===== src/rtl/t4_2_stage_pkg.sv =====
// rtl/t4_2_stage_pkg.sv - shared constants and control bundle for the T4 second-half stage
package t4_2_stage_pkg;

  localparam logic [2:0] CONT_FULL   = 3'b000;
  localparam logic [2:0] CONT_DUAL   = 3'b001;
  localparam logic [2:0] CONT_NARROW = 3'b010;

  localparam int W_R   = 74;
  localparam int W_ADD = 48;
  localparam int W_HI  = 26;
  localparam int W_F   = 56;

  typedef struct packed {
    logic [2:0]  cont;
    logic [11:0] e;
    logic [11:0] d;
    logic [3:0]  trap_0;
    logic [3:0]  trap_1;
    logic [2:0]  trap_ans_0;
    logic [2:0]  trap_ans_1;
  } ctrl_t;

endpackage


===== src/rtl/t4_2_stage_if.sv =====
// rtl/t4_2_stage_if.sv - input bundle and result bundle of the T4 second-half stage
interface t4_2_stage_if;
  import t4_2_stage_pkg::*;

  logic              in_valid;
  logic              flush;
  logic [2:0]        cont_T4_1;
  logic [W_R-1:0]    sh_reg_T4_1;
  logic [W_ADD-1:0]  Sum_in;
  logic [W_ADD:0]    Carry_in;
  logic [W_F-1:0]    F;
  logic              S_A_T4_1, S_B_T4_1, S_C_T4_1;
  logic              S_A_H_T4_1, S_B_H_T4_1, S_C_H_T4_1;
  logic [11:0]       E_T4_1, d_T4_1;
  logic [3:0]        trap_T4_1_0, trap_T4_1_1;
  logic [2:0]        trap_ans_T4_1_0, trap_ans_T4_1_1;

  logic              out_valid;
  logic [W_R-1:0]    R_T4_2;
  logic              S_R_T4_2, S_R_H_T4_2;
  logic [5:0]        lzc_0_T4_2, lzc_1_T4_2;
  logic [2:0]        cont_T4_2;
  logic [11:0]       E_T4_2, d_T4_2;
  logic [3:0]        trap_T4_2_0, trap_T4_2_1;
  logic [2:0]        trap_ans_T4_2_0, trap_ans_T4_2_1;

  modport slave (
    input  in_valid, flush, cont_T4_1, sh_reg_T4_1, Sum_in, Carry_in, F,
           S_A_T4_1, S_B_T4_1, S_C_T4_1, S_A_H_T4_1, S_B_H_T4_1, S_C_H_T4_1,
           E_T4_1, d_T4_1, trap_T4_1_0, trap_T4_1_1, trap_ans_T4_1_0, trap_ans_T4_1_1,
    output out_valid, R_T4_2, S_R_T4_2, S_R_H_T4_2, lzc_0_T4_2, lzc_1_T4_2,
           cont_T4_2, E_T4_2, d_T4_2, trap_T4_2_0, trap_T4_2_1,
           trap_ans_T4_2_0, trap_ans_T4_2_1
  );

  modport master (
    output in_valid, flush, cont_T4_1, sh_reg_T4_1, Sum_in, Carry_in, F,
           S_A_T4_1, S_B_T4_1, S_C_T4_1, S_A_H_T4_1, S_B_H_T4_1, S_C_H_T4_1,
           E_T4_1, d_T4_1, trap_T4_1_0, trap_T4_1_1, trap_ans_T4_1_0, trap_ans_T4_1_1,
    input  out_valid, R_T4_2, S_R_T4_2, S_R_H_T4_2, lzc_0_T4_2, lzc_1_T4_2,
           cont_T4_2, E_T4_2, d_T4_2, trap_T4_2_0, trap_T4_2_1,
           trap_ans_T4_2_0, trap_ans_T4_2_1
  );

endinterface


===== src/rtl/t4_2_stage_lzc_28.sv =====
// rtl/t4_2_stage_lzc_28.sv - 28-bit leading-zero counter; an all-zero input counts 28
module t4_2_stage_lzc_28 (
  input  logic [27:0] i_data,
  output logic [4:0]  o_count,
  output logic        o_zero
);

  logic [4:0] w_count;

  // Ascending scan: the highest set bit is the last one to write the count.
  always_comb begin
    w_count = 5'd28;
    for (int i = 0; i < 28; i++) begin
      if (i_data[i]) w_count = 5'(27 - i);
    end
  end

  assign o_count = w_count;
  assign o_zero  = ~|i_data;

endmodule


===== src/rtl/t4_2_stage.sv =====
// rtl/t4_2_stage.sv - T4 second half: final carry-propagate add, sign fix-up and LZ count, 2-cycle pipe
module t4_2_stage
  import t4_2_stage_pkg::*;
(
  input  logic         clk,
  input  logic         rstn,
  t4_2_stage_if.slave  bus
);

  logic [4:0]  w_lz_hi, w_lz_lo;
  logic        w_z_hi, w_z_lo;
  logic [24:0] w_l_sum;
  logic        w_ld_a, w_ld_b;
  ctrl_t       w_ctrl_in;
  logic        w_unused;

  logic        r_v1, r_v2;
  ctrl_t       r_ctrl_a, r_ctrl_b;
  logic [23:0] r_l, r_sum_hi, r_carry_hi;
  logic        r_c24, r_c48;
  logic [W_HI-1:0] r_sh_hi;
  logic        r_sub, r_sub_h, r_ps, r_ps_h;
  logic [4:0]  r_lz_hi, r_lz_lo;
  logic        r_z_hi, r_z_lo;

  logic [W_R-1:0] r_r;
  logic        r_s_r, r_s_r_h;
  logic [5:0]  r_lzc0, r_lzc1;

  t4_2_stage_lzc_28 u_lzc_hi (.i_data(bus.F[55:28]), .o_count(w_lz_hi), .o_zero(w_z_hi));
  t4_2_stage_lzc_28 u_lzc_lo (.i_data(bus.F[27:0]),  .o_count(w_lz_lo), .o_zero(w_z_lo));

  assign w_l_sum   = {1'b0, bus.Sum_in[23:0]} + {1'b0, bus.Carry_in[23:0]};
  assign w_ld_a    = bus.in_valid & ~bus.flush;
  assign w_ld_b    = r_v1 & ~bus.flush;
  assign w_ctrl_in = {bus.cont_T4_1, bus.E_T4_1, bus.d_T4_1, bus.trap_T4_1_0, bus.trap_T4_1_1,
                      bus.trap_ans_T4_1_0, bus.trap_ans_T4_1_1};
  assign w_unused  = ^bus.sh_reg_T4_1[47:0];

  always_ff @(posedge clk or negedge rstn) begin
    if (!rstn) begin
      r_v1 <= 1'b0;       r_ctrl_a <= '0;     r_l <= '0;        r_c24 <= 1'b0;
      r_sum_hi <= '0;     r_carry_hi <= '0;   r_c48 <= 1'b0;    r_sh_hi <= '0;
      r_sub <= 1'b0;      r_sub_h <= 1'b0;    r_ps <= 1'b0;     r_ps_h <= 1'b0;
      r_lz_hi <= '0;      r_lz_lo <= '0;      r_z_hi <= 1'b0;   r_z_lo <= 1'b0;
    end else begin
      r_v1 <= w_ld_a;
      if (w_ld_a) begin
        r_ctrl_a   <= w_ctrl_in;
        r_l        <= w_l_sum[23:0];
        r_c24      <= w_l_sum[24];
        r_sum_hi   <= bus.Sum_in[47:24];
        r_carry_hi <= bus.Carry_in[47:24];
        r_c48      <= bus.Carry_in[48];
        r_sh_hi    <= bus.sh_reg_T4_1[73:48];
        r_sub      <= bus.S_A_T4_1 ^ bus.S_B_T4_1 ^ bus.S_C_T4_1;
        r_sub_h    <= bus.S_A_H_T4_1 ^ bus.S_B_H_T4_1 ^ bus.S_C_H_T4_1;
        r_ps       <= bus.S_A_T4_1 ^ bus.S_B_T4_1;
        r_ps_h     <= bus.S_A_H_T4_1 ^ bus.S_B_H_T4_1;
        r_lz_hi    <= w_lz_hi;
        r_lz_lo    <= w_lz_lo;
        r_z_hi     <= w_z_hi;
        r_z_lo     <= w_z_lo;
      end
    end
  end

  logic            w_cin, w_cu, w_neg0, w_neg1;
  logic [24:0]     w_u_sum;
  logic [W_HI-1:0] w_h_base, w_h;
  logic [W_R-1:0]  w_raw, w_r;
  logic [49:0]     w_lane1, w_lane1_r;
  logic [5:0]      w_lz56, w_lzc0, w_lzc1;
  logic            w_s_r, w_s_r_h;

  // Dual-lane keeps the lanes independent, so the low-lane carry never enters bit 24.
  assign w_cin    = (r_ctrl_a.cont == CONT_DUAL) ? 1'b0 : r_c24;
  assign w_u_sum  = {1'b0, r_sum_hi} + {1'b0, r_carry_hi} + {24'd0, w_cin};
  assign w_cu     = w_u_sum[24];
  assign w_h_base = (r_ctrl_a.cont == CONT_NARROW) ? '0 : r_sh_hi;
  assign w_h      = w_h_base + {25'd0, r_c48} + {25'd0, w_cu};
  assign w_raw    = {w_h, w_u_sum[23:0], r_l};
  assign w_lane1  = {w_h, w_u_sum[23:0]};
  assign w_lz56   = r_z_hi ? (r_z_lo ? 6'd56 : 6'd28 + {1'b0, r_lz_lo}) : {1'b0, r_lz_hi};

  always_comb begin
    w_r = '0; w_s_r = 1'b0; w_s_r_h = 1'b0; w_lzc0 = '0; w_lzc1 = '0;
    w_neg0 = 1'b0; w_neg1 = 1'b0; w_lane1_r = '0;
    case (r_ctrl_a.cont)
      CONT_FULL: begin
        w_neg0 = r_sub & w_raw[73];
        w_r    = w_neg0 ? (~w_raw + 74'd1) : w_raw;
        w_s_r  = r_ps ^ w_neg0;
        w_lzc0 = w_lz56;
      end
      CONT_NARROW: begin
        // The high part holds only the end-around carry; no carry means a negative difference.
        w_neg0 = r_sub & ~w_cu;
        w_r    = {w_raw[73:48], w_neg0 ? (~w_raw[47:0] + 48'd1) : w_raw[47:0]};
        w_s_r  = r_ps ^ w_neg0;
        w_lzc0 = w_lz56;
      end
      CONT_DUAL: begin
        w_neg1    = r_sub_h & w_lane1[49];
        w_neg0    = r_sub & r_l[23];
        w_lane1_r = w_neg1 ? (~w_lane1 + 50'd1) : w_lane1;
        w_r       = {w_lane1_r, w_neg0 ? (~r_l + 24'd1) : r_l};
        w_s_r     = r_ps ^ w_neg0;
        w_s_r_h   = r_ps_h ^ w_neg1;
        w_lzc0    = {1'b0, r_lz_lo};
        w_lzc1    = {1'b0, r_lz_hi};
      end
      default: ;
    endcase
  end

  always_ff @(posedge clk or negedge rstn) begin
    if (!rstn) begin
      r_v2 <= 1'b0; r_ctrl_b <= '0; r_r <= '0; r_s_r <= 1'b0; r_s_r_h <= 1'b0;
      r_lzc0 <= '0; r_lzc1 <= '0;
    end else begin
      r_v2 <= w_ld_b;
      if (w_ld_b) begin
        r_ctrl_b <= r_ctrl_a;
        r_r      <= w_r;
        r_s_r    <= w_s_r;
        r_s_r_h  <= w_s_r_h;
        r_lzc0   <= w_lzc0;
        r_lzc1   <= w_lzc1;
      end
    end
  end

  assign bus.out_valid       = r_v2;
  assign bus.R_T4_2          = r_r;
  assign bus.S_R_T4_2        = r_s_r;
  assign bus.S_R_H_T4_2      = r_s_r_h;
  assign bus.lzc_0_T4_2      = r_lzc0;
  assign bus.lzc_1_T4_2      = r_lzc1;
  assign bus.cont_T4_2       = r_ctrl_b.cont;
  assign bus.E_T4_2          = r_ctrl_b.e;
  assign bus.d_T4_2          = r_ctrl_b.d;
  assign bus.trap_T4_2_0     = r_ctrl_b.trap_0;
  assign bus.trap_T4_2_1     = r_ctrl_b.trap_1;
  assign bus.trap_ans_T4_2_0 = r_ctrl_b.trap_ans_0;
  assign bus.trap_ans_T4_2_1 = r_ctrl_b.trap_ans_1;

endmodule


===== src/flat_wrapper.sv =====
// flat-port wrapper written by rule: the top's interface ports become plain ports
module t4_2_stage_flat import t4_2_stage_pkg::*;
  (clk, rstn, bus_in_valid, bus_flush, bus_cont_T4_1, bus_sh_reg_T4_1, bus_Sum_in, bus_Carry_in, bus_F, bus_S_A_T4_1, bus_S_B_T4_1, bus_S_C_T4_1, bus_S_A_H_T4_1, bus_S_B_H_T4_1, bus_S_C_H_T4_1, bus_E_T4_1, bus_d_T4_1, bus_trap_T4_1_0, bus_trap_T4_1_1, bus_trap_ans_T4_1_0, bus_trap_ans_T4_1_1, bus_out_valid, bus_R_T4_2, bus_S_R_T4_2, bus_S_R_H_T4_2, bus_lzc_0_T4_2, bus_lzc_1_T4_2, bus_cont_T4_2, bus_E_T4_2, bus_d_T4_2, bus_trap_T4_2_0, bus_trap_T4_2_1, bus_trap_ans_T4_2_0, bus_trap_ans_T4_2_1);
  t4_2_stage_if bus_i ();
  input  logic clk;
  input  logic rstn;
  input wire logic [$bits(bus_i.in_valid)-1:0] bus_in_valid;
  input wire logic [$bits(bus_i.flush)-1:0] bus_flush;
  input wire logic [$bits(bus_i.cont_T4_1)-1:0] bus_cont_T4_1;
  input wire logic [$bits(bus_i.sh_reg_T4_1)-1:0] bus_sh_reg_T4_1;
  input wire logic [$bits(bus_i.Sum_in)-1:0] bus_Sum_in;
  input wire logic [$bits(bus_i.Carry_in)-1:0] bus_Carry_in;
  input wire logic [$bits(bus_i.F)-1:0] bus_F;
  input wire logic [$bits(bus_i.S_A_T4_1)-1:0] bus_S_A_T4_1;
  input wire logic [$bits(bus_i.S_B_T4_1)-1:0] bus_S_B_T4_1;
  input wire logic [$bits(bus_i.S_C_T4_1)-1:0] bus_S_C_T4_1;
  input wire logic [$bits(bus_i.S_A_H_T4_1)-1:0] bus_S_A_H_T4_1;
  input wire logic [$bits(bus_i.S_B_H_T4_1)-1:0] bus_S_B_H_T4_1;
  input wire logic [$bits(bus_i.S_C_H_T4_1)-1:0] bus_S_C_H_T4_1;
  input wire logic [$bits(bus_i.E_T4_1)-1:0] bus_E_T4_1;
  input wire logic [$bits(bus_i.d_T4_1)-1:0] bus_d_T4_1;
  input wire logic [$bits(bus_i.trap_T4_1_0)-1:0] bus_trap_T4_1_0;
  input wire logic [$bits(bus_i.trap_T4_1_1)-1:0] bus_trap_T4_1_1;
  input wire logic [$bits(bus_i.trap_ans_T4_1_0)-1:0] bus_trap_ans_T4_1_0;
  input wire logic [$bits(bus_i.trap_ans_T4_1_1)-1:0] bus_trap_ans_T4_1_1;
  output wire logic [$bits(bus_i.out_valid)-1:0] bus_out_valid;
  output wire logic [$bits(bus_i.R_T4_2)-1:0] bus_R_T4_2;
  output wire logic [$bits(bus_i.S_R_T4_2)-1:0] bus_S_R_T4_2;
  output wire logic [$bits(bus_i.S_R_H_T4_2)-1:0] bus_S_R_H_T4_2;
  output wire logic [$bits(bus_i.lzc_0_T4_2)-1:0] bus_lzc_0_T4_2;
  output wire logic [$bits(bus_i.lzc_1_T4_2)-1:0] bus_lzc_1_T4_2;
  output wire logic [$bits(bus_i.cont_T4_2)-1:0] bus_cont_T4_2;
  output wire logic [$bits(bus_i.E_T4_2)-1:0] bus_E_T4_2;
  output wire logic [$bits(bus_i.d_T4_2)-1:0] bus_d_T4_2;
  output wire logic [$bits(bus_i.trap_T4_2_0)-1:0] bus_trap_T4_2_0;
  output wire logic [$bits(bus_i.trap_T4_2_1)-1:0] bus_trap_T4_2_1;
  output wire logic [$bits(bus_i.trap_ans_T4_2_0)-1:0] bus_trap_ans_T4_2_0;
  output wire logic [$bits(bus_i.trap_ans_T4_2_1)-1:0] bus_trap_ans_T4_2_1;
  assign bus_i.in_valid = bus_in_valid;
  assign bus_i.flush = bus_flush;
  assign bus_i.cont_T4_1 = bus_cont_T4_1;
  assign bus_i.sh_reg_T4_1 = bus_sh_reg_T4_1;
  assign bus_i.Sum_in = bus_Sum_in;
  assign bus_i.Carry_in = bus_Carry_in;
  assign bus_i.F = bus_F;
  assign bus_i.S_A_T4_1 = bus_S_A_T4_1;
  assign bus_i.S_B_T4_1 = bus_S_B_T4_1;
  assign bus_i.S_C_T4_1 = bus_S_C_T4_1;
  assign bus_i.S_A_H_T4_1 = bus_S_A_H_T4_1;
  assign bus_i.S_B_H_T4_1 = bus_S_B_H_T4_1;
  assign bus_i.S_C_H_T4_1 = bus_S_C_H_T4_1;
  assign bus_i.E_T4_1 = bus_E_T4_1;
  assign bus_i.d_T4_1 = bus_d_T4_1;
  assign bus_i.trap_T4_1_0 = bus_trap_T4_1_0;
  assign bus_i.trap_T4_1_1 = bus_trap_T4_1_1;
  assign bus_i.trap_ans_T4_1_0 = bus_trap_ans_T4_1_0;
  assign bus_i.trap_ans_T4_1_1 = bus_trap_ans_T4_1_1;
  assign bus_out_valid = bus_i.out_valid;
  assign bus_R_T4_2 = bus_i.R_T4_2;
  assign bus_S_R_T4_2 = bus_i.S_R_T4_2;
  assign bus_S_R_H_T4_2 = bus_i.S_R_H_T4_2;
  assign bus_lzc_0_T4_2 = bus_i.lzc_0_T4_2;
  assign bus_lzc_1_T4_2 = bus_i.lzc_1_T4_2;
  assign bus_cont_T4_2 = bus_i.cont_T4_2;
  assign bus_E_T4_2 = bus_i.E_T4_2;
  assign bus_d_T4_2 = bus_i.d_T4_2;
  assign bus_trap_T4_2_0 = bus_i.trap_T4_2_0;
  assign bus_trap_T4_2_1 = bus_i.trap_T4_2_1;
  assign bus_trap_ans_T4_2_0 = bus_i.trap_ans_T4_2_0;
  assign bus_trap_ans_T4_2_1 = bus_i.trap_ans_T4_2_1;
  t4_2_stage u_core (.clk(clk), .rstn(rstn), .bus(bus_i));
endmodule

===== config.mk =====
export PLATFORM = sky130hd
export DESIGN_NAME = t4_2_stage_flat
export DESIGN_NICKNAME = d
export VERILOG_FILES = /design/src/rtl/t4_2_stage_pkg.sv /design/src/rtl/t4_2_stage_if.sv /design/src/rtl/t4_2_stage_lzc_28.sv /design/src/rtl/t4_2_stage.sv /design/src/flat_wrapper.sv
export SDC_FILE = /design/constraint.sdc
export NUM_CORES = 1
export LEC_CHECK = 0
export CAP_MARGIN = 25
export CORE_MARGIN = 8
export CORE_UTILIZATION = 52
export DETAILED_ROUTE_END_ITERATION = 7
export GPL_ROUTABILITY_DRIVEN = 1
export PLACE_DENSITY = 0.88
export SLEW_MARGIN = 40
export SYNTH_ARGS = -nofsm -noshare
export SYNTH_HDL_FRONTEND = slang
export SYNTH_SLANG_ARGS = --single-unit

===== constraint.sdc =====
create_clock -name clk -period 7.7 [get_ports clk]
set_input_delay 2.31 -clock clk [delete_from_list [all_inputs] [get_ports clk]]
set_output_delay 2.31 -clock clk [all_outputs]
set_load 0.02 [all_outputs]

==> results of run 1 <==
==> where the power goes <==
| group | switching [mW] | internal, mW |
|---|---|---|
| registers | 0.224 | 1.77 |
| clock network | 0.649 | 0.899 |
| logic | 1.27 | 0.878 |
==> logic make-up after synthesis <==
kind of cell / Yosys count / synth area share [%]
simple gates: 1140 / 27.6
compound gates: 569 / 20.2
flops: 287 / 39.2
buf+inv: 167 / 3.63
xor+xnor: 94 / 4.49
fa+ha+maj: 55 / 3.92
mux: 16 / 0.881
other cells: 1 / 0.0205
==> final timing paths <==
| check | from | end | cells after the start |
|---|---|---|---|
| worst max register to register | u_core.r_ctrl_a[38] | u_core.bus.R_T4_2[69] | 21 |
| max in group asynchronous | rstn | u_core.r_ctrl_a[37] | 3 |
| worst min register to register | u_core.bus.lzc_1_T4_2[2] | u_core.bus.lzc_1_T4_2[2] | 2 |
| worst min-delay path | u_core.bus.lzc_1_T4_2[2] | u_core.bus.lzc_1_T4_2[2] | 2 |
| min in group asynchronous | rstn | u_core.r_v1 | 1 |
| worst max-delay path | u_core.r_ctrl_a[38] | u_core.bus.R_T4_2[69] | 21 |
==> repair_timing <==
item,in CTS,in global routing
setup endpoints to repair,0,7
resized for setup,0,1
buffers inserted,0,0
==> cells in the mapped netlist, types with 23 or more instances <==
cell type / count
nor2_1: 145
nor3_1: 61
nand4_1: 24
a31oi_1: 31
a21o_1: 23
clkbuf_1: 95
o21ai_0: 183
nor4_1: 31
xnor2_1: 50
ha_1: 51
nand3_1: 39
nand2_1: 690
dfrtp_1: 287
xor2_1: 44
a21oi_1: 120
inv_1: 46
==> flip-flops by register name (all words and copies together) (netlist names), 3 cells and up <==
signal	cells
u_core.bus.d_T4_2	12
u_core.r_lz_hi	5
u_core.bus.trap_T4_2_0	4
u_core.bus.cont_T4_2	3
u_core.bus.trap_T4_2_1	4
u_core.r_l	24
u_core.r_carry_hi	24
u_core.bus.lzc_1_T4_2	5
u_core.r_sh_hi	26
u_core.bus.R_T4_2	74
u_core.r_ctrl_a	41
u_core.r_sum_hi	24
u_core.bus.E_T4_2	12
u_core.bus.trap_ans_T4_2_1	3
u_core.r_lz_lo	5
u_core.bus.lzc_0_T4_2	6
u_core.bus.trap_ans_T4_2_0	3
==> layer usage <==
metal | share of wire, % | global-route usage, % | up-vias
met5 | 0 | 0 | -
met4 | 5.2 | 14.3 | 0
met3 | 8.3 | 6.32 | 197
met2 | 47 | 49.4 | 924
met1 | 39 | 36.8 | 8976
li1 | - | - | 8794
==> area by class of cell <==
cell class | count | area (um^2)
flip-flops and latches | 287 | 7180
diodes | 2 | 5.00
well taps | 455 | 569
clock inverters | 10 | 96.3
repair buffers | 394 | 3900
fillers | 2766 | 11200
multi-input cells | 1875 | 10500
inverters | 48 | 185
clock buffers | 48 | 953
==> worst reg2reg max path, stage by stage, from the launching register on <==
cell and delay [ns]:
dfrtp_1 0.45, or3b_1 0.26, nand2_1 0.15, fa_1 0.44, fa_1 0.47, nand2b_1 0.22, a21o_1 0.23, o211a_4 0.31
o21ai_0 0.28, nand4_1 0.31, and2_1 0.29, fa_1 0.44, nand3b_1 0.29, xnor2_1 0.28, a2111oi_4 0.66, nand3b_1 0.23
or3_4 0.42, nor4_1 0.54, nand2_1 0.20, o21ai_1 0.27, xnor2_1 0.11, a221o_1 0.34
==> through the flow <==
| stage | area (um^2) | power, mW | hold WS [ns] | setup WS [ns] | instances |
|---|---|---|---|---|---|
| 6_report | 23400 | 5.68 | 0.465 | 0.394 | 3119 |
| 3_5_place_dp | 22300 | 4.11 | 0.451 | 0.506 | 3059 |
| 2_1_floorplan | 18300 | 3.22 | 0.439 | 1.22 | 2329 |
| 5_1_grt | 23400 | 5.97 | 0.478 | 0.0650 | 3119 |
| 4_1_cts | 23400 | 5.68 | 0.467 | 0.423 | 3117 |
| 3_3_place_gp | 22300 | 4.05 | 0.448 | 0.619 | 3058 |
==> reports/metrics.csv, run 1 <==
metric;value;unit
first-pass GRT wire length;101000;um
largest net degree at the start of global routing;91;
Port Buffer Count;358;
clock slew at reported path FFs;0.06;ns
Synth top area share;39.2;%
starting DRC count in detailed routing;1970;
slowest stage delay, CP;0.66;ns
commonest non-fill, non-tap cell in the layout;nand2_1;
layout cells sized above 1;5.11;%
Synth cell types;92;
mapped cell area;0.0183;mm^2
Leakage;10.3;nW
Max Slew Vio Count;0;
Core ar.;0.0346;mm^2
RSZ-0062 raised after global routing;no;
io pins;408;
gp weighted congestion;0.958;
sequential fraction of the synthesis area;39.2;%
Vias/cell;6.06;
family with the most delay on the worst path;simple AND/OR/NAND/NOR gates;
row cnt;68;
Clock Latency Late Sink;0.53;ns
Max Cap Viol;0;
Synth Register Bits;287;
die span in y;204;um
count of hold-fix buffers inserted at cts;0;
routed via count;18900;
top cells by area, synth;dfrtp_1 39%, nand2_1 14%, o21ai_0 5.0%, ha_1 3.5%, a21oi_1 3.3%;
f_max;137;MHz
die area;0.0415;mm^2
required time of the worst setup path;8.11;ns
PwrDens;243;mW/mm^2
DRC;0;
Synth Net Count;2662;
initial antenna violation count;2;
FF-to-FF setup slack;0.39;ns
VDD IR max;0.181;mV
crit end category;register;
Max-slew headroom;45.3;%
CP Cell Sequence;or3b_1 > nand2_1 > fa_1 > fa_1 > nand2b_1 > a21o_1 > o211a_4 > o21ai_0 > nand4_1 > and2_1 > fa_1 > nand3b_1 > xnor2_1 > a2111oi_4 > nand3b_1 > or3_4 > nor4_1 > nand2_1 > o21ai_1 > xnor2_1 > a221o_1;
EDFF count, synth;0;
Yosys warning total;0;
Sink Count;287;
crit path max fanout;8;
Util after Layout;67.6;%
final clock skew;0.0194;ns
Crit-path slowest cell;a2111oi_4;
remaining antenna violation count;0;
Post-Route WL;63800;um
TritonCTS Buffers;34;
Overall Global Routing Usage;29.9;%
fin crit period;7.31;ns
Post-Route Setup TNS;0;ns
die width;204;um
vias in the first global route;18900;
grt ovf;0;
Post-Syn Area per Cell;7.86;um^2
crit start category;register;
dominant synthesized flop cell;dfrtp_1;
Layout area overhead;27.8;%
hpwl dp;46800;um
initial core utilization;52.9;%
worst slew pin tran;0.798;ns
most frequent cells in the layout;690 x nand2_1, 357 x clkdlybuf4s50_1, 287 x dfrtp_1;
H-tree depth;2;
crit share post-route;94.9;%
status;completed;
CTS tree;built;
CTS root buf;clkbuf_16;
Critical Path AT;7.71;ns
Syn Inst Count;2329;
routed len/inst;20.4;um
ys async rst share;100;%
DR pass1 iterations;6;
maximum clock path buffer count;3;
Synth area leader;dfrtp_1;
buffer and inverter count on the worst path;0;
worst min path class;reg -> reg;
Crit Path Class;reg -> reg;
final setup violation count;0;
Final Hold Vio Count;0;
Most Frequent Cell on Critical Path;fa_1;
final net count;2973;
(Power assumes the default switching activity.)
==> inputs of run 2 (changes only) <==
--- a/config.mk
+++ b/config.mk
@@ -8,6 +8,7 @@
 export CAP_MARGIN = 25
 export CORE_MARGIN = 8
 export CORE_UTILIZATION = 52
+export CTS_CLUSTER_SIZE = 16
 export DETAILED_ROUTE_END_ITERATION = 7
 export GPL_ROUTABILITY_DRIVEN = 1
 export PLACE_DENSITY = 0.88
==> results of run 2 <==
No change in the layout: final DEF, timing and power equal those of run 1.
==> inputs of run 3 (changes only) <==
--- a/config.mk
+++ b/config.mk
@@ -10,7 +10,6 @@
 export CORE_UTILIZATION = 52
 export CTS_CLUSTER_SIZE = 16
 export DETAILED_ROUTE_END_ITERATION = 7
-export GPL_ROUTABILITY_DRIVEN = 1
 export PLACE_DENSITY = 0.88
 export SLEW_MARGIN = 40
 export SYNTH_ARGS = -nofsm -noshare
==> constraint.sdc (replaced) <==
create_clock -name clk -period 7.7 [get_ports clk]
set_input_delay 0.77 -clock clk [delete_from_list [all_inputs] [get_ports clk]]
set_output_delay 0.77 -clock clk [all_outputs]
set_load 0.02 [all_outputs]
==> reports/metrics.csv, run 3 (synthesis results as in run 1) <==
metric;value;unit
initial antenna violation count;3;
Util after Layout;68.0;%
Overall Global Routing Usage;29.9;%
layout cells sized above 1;5.41;%
Final Non-Filler Cells;3118;
Vias/cell;6.10;
Port Buffer Count;358;
pre-CTS setup slack;0.413;ns
maximum clock path buffer count;3;
Post-Route WL;64100;um
family with the most delay on the worst path;simple AND/OR/NAND/NOR gates;
Max Cap Viol;0;
most frequent cells in the layout;690 x nand2_1, 357 x clkdlybuf4s50_1, 287 x dfrtp_1;
Layout area overhead;28.6;%
DR pass1 iterations;5;
VDD IR max;0.204;mV
io pins;408;
Final WS setup;0.500;ns
vias in the first global route;19100;
die span in y;204;um
initial core utilization;52.9;%
Crit-path slowest cell;or4_1;
worst slew pin tran;0.858;ns
Clock Latency Late Sink;0.60;ns
PwrDens;247;mW/mm^2
routed len/inst;20.5;um
f_max;139;MHz
Crit Path Class;reg -> reg;
CTS tree;built;
CP Cell Sequence;or3b_1 > nand2_1 > fa_1 > fa_1 > nand2b_1 > a21o_1 > o211a_4 > o21ai_1 > nand4_1 > and2_1 > fa_1 > inv_1 > ha_1 > and4_2 > nand4_1 > nor2_1 > a31oi_1 > a41o_1 > or3_1 > or4_1 > nor2_1 > a311oi_1 > a41oi_1 > o211ai_1;
final net count;2969;
Cells after DPL;3058;
final setup violation count;0;
clock slew at reported path FFs;0.07;ns
DRC;0;
Post-Route Setup TNS;0;ns
crit path max fanout;9;
Sink Count;287;
Hold WS;0.133;ns
routed via count;19000;
crit share post-route;93.5;%
commonest non-fill, non-tap cell in the layout;nand2_1;
CTS root buf;clkbuf_16;
largest net degree at the start of global routing;99;
starting DRC count in detailed routing;2071;
FF-to-FF setup slack;0.50;ns
Max-slew headroom;42.8;%
die area;0.0415;mm^2
gp weighted congestion;0.942;
Leakage;10.4;nW
crit start category;register;
RSZ-0062 raised after global routing;no;
final clock skew;0.0255;ns
max reg flops;74;
die width;204;um
Final Hold Vio Count;0;
TritonCTS Buffers;30;
grt ovf;0;
first-pass GRT wire length;102000;um
fillers;2717;
Critical Path AT;7.63;ns
status;completed;
remaining antenna violation count;0;
Core ar.;0.0346;mm^2
required time of the worst setup path;8.13;ns
Most Frequent Cell on Critical Path;fa_1;
hpwl dp;46900;um
buffer and inverter count on the worst path;1;
worst min path class;in -> async;
Max Slew Vio Count;0;
crit end category;register;
fin crit period;7.20;ns
row cnt;68;
H-tree depth;1;
slowest stage delay, CP;0.52;ns
-- run 3: final cells by class --
cell class / count / area, um^2 / area share, %
inverters: 48 / 183 / 0.775
diodes: 3 / 7.51 / 0.0319
repair buffers: 394 / 3920 / 16.7
flip-flops and latches: 287 / 7180 / 30.5
clock buffers: 35 / 800 / 3.39
clock inverters: 21 / 348 / 1.48
multi-input cells: 1875 / 10500 / 44.8
well taps: 455 / 569 / 2.42
-- run 3: final timing paths --
check,start,cells after the start,to
worst min-delay path,rstn,1,u_core.bus.R_T4_2[3]
worst max-delay path,u_core.r_ctrl_a[40],24,u_core.bus.R_T4_2[72]
worst max register to register,u_core.r_ctrl_a[40],24,u_core.bus.R_T4_2[72]
max in group asynchronous,rstn,3,u_core.bus.d_T4_2[1]
worst min register to register,u_core.r_ctrl_a[7],2,u_core.bus.trap_T4_2_1[1]
min in group clk,u_core.r_ctrl_a[7],2,u_core.bus.trap_T4_2_1[1]
-- run 3: per-stage QoR --
| step | instance area (um^2) | total power [mW] |
|---|---|---|
| floorplan | 18300 | 3.22 |
| global route | 23600 | 6.11 |
| finish | 23600 | 5.83 |
| detailed placement | 22400 | 4.12 |
| CTS | 23500 | 5.81 |
| global placement | 22300 | 4.06 |
-- run 3: where the power goes --
group | switching [mW] | total (mW) | internal (mW)
sequential | 0.224 | 1.99 | 1.77
clock | 0.660 | 1.68 | 1.02
combinational | 1.28 | 2.16 | 0.882
-- run 3: timing repair --
action                                  in CTS  in global routing
endpoints found under the setup margin       0                 11
resized for setup                            0                  2
setup buffers                                0                  1
hold buffers                                 0                  0
-- run 3: routing by layer --
layer / part of all wire (%) / track usage, % / routed length [um] / up-vias
li1: - / - / - / 8807
met1: 40 / 36.8 / 25300 / 9058
met2: 47 / 49.2 / 30100 / 932
met3: 7.9 / 5.51 / 5060 / 213
met4: 5.6 / 16.4 / 3620 / 0
met5: 0 / 0 / 0 / -
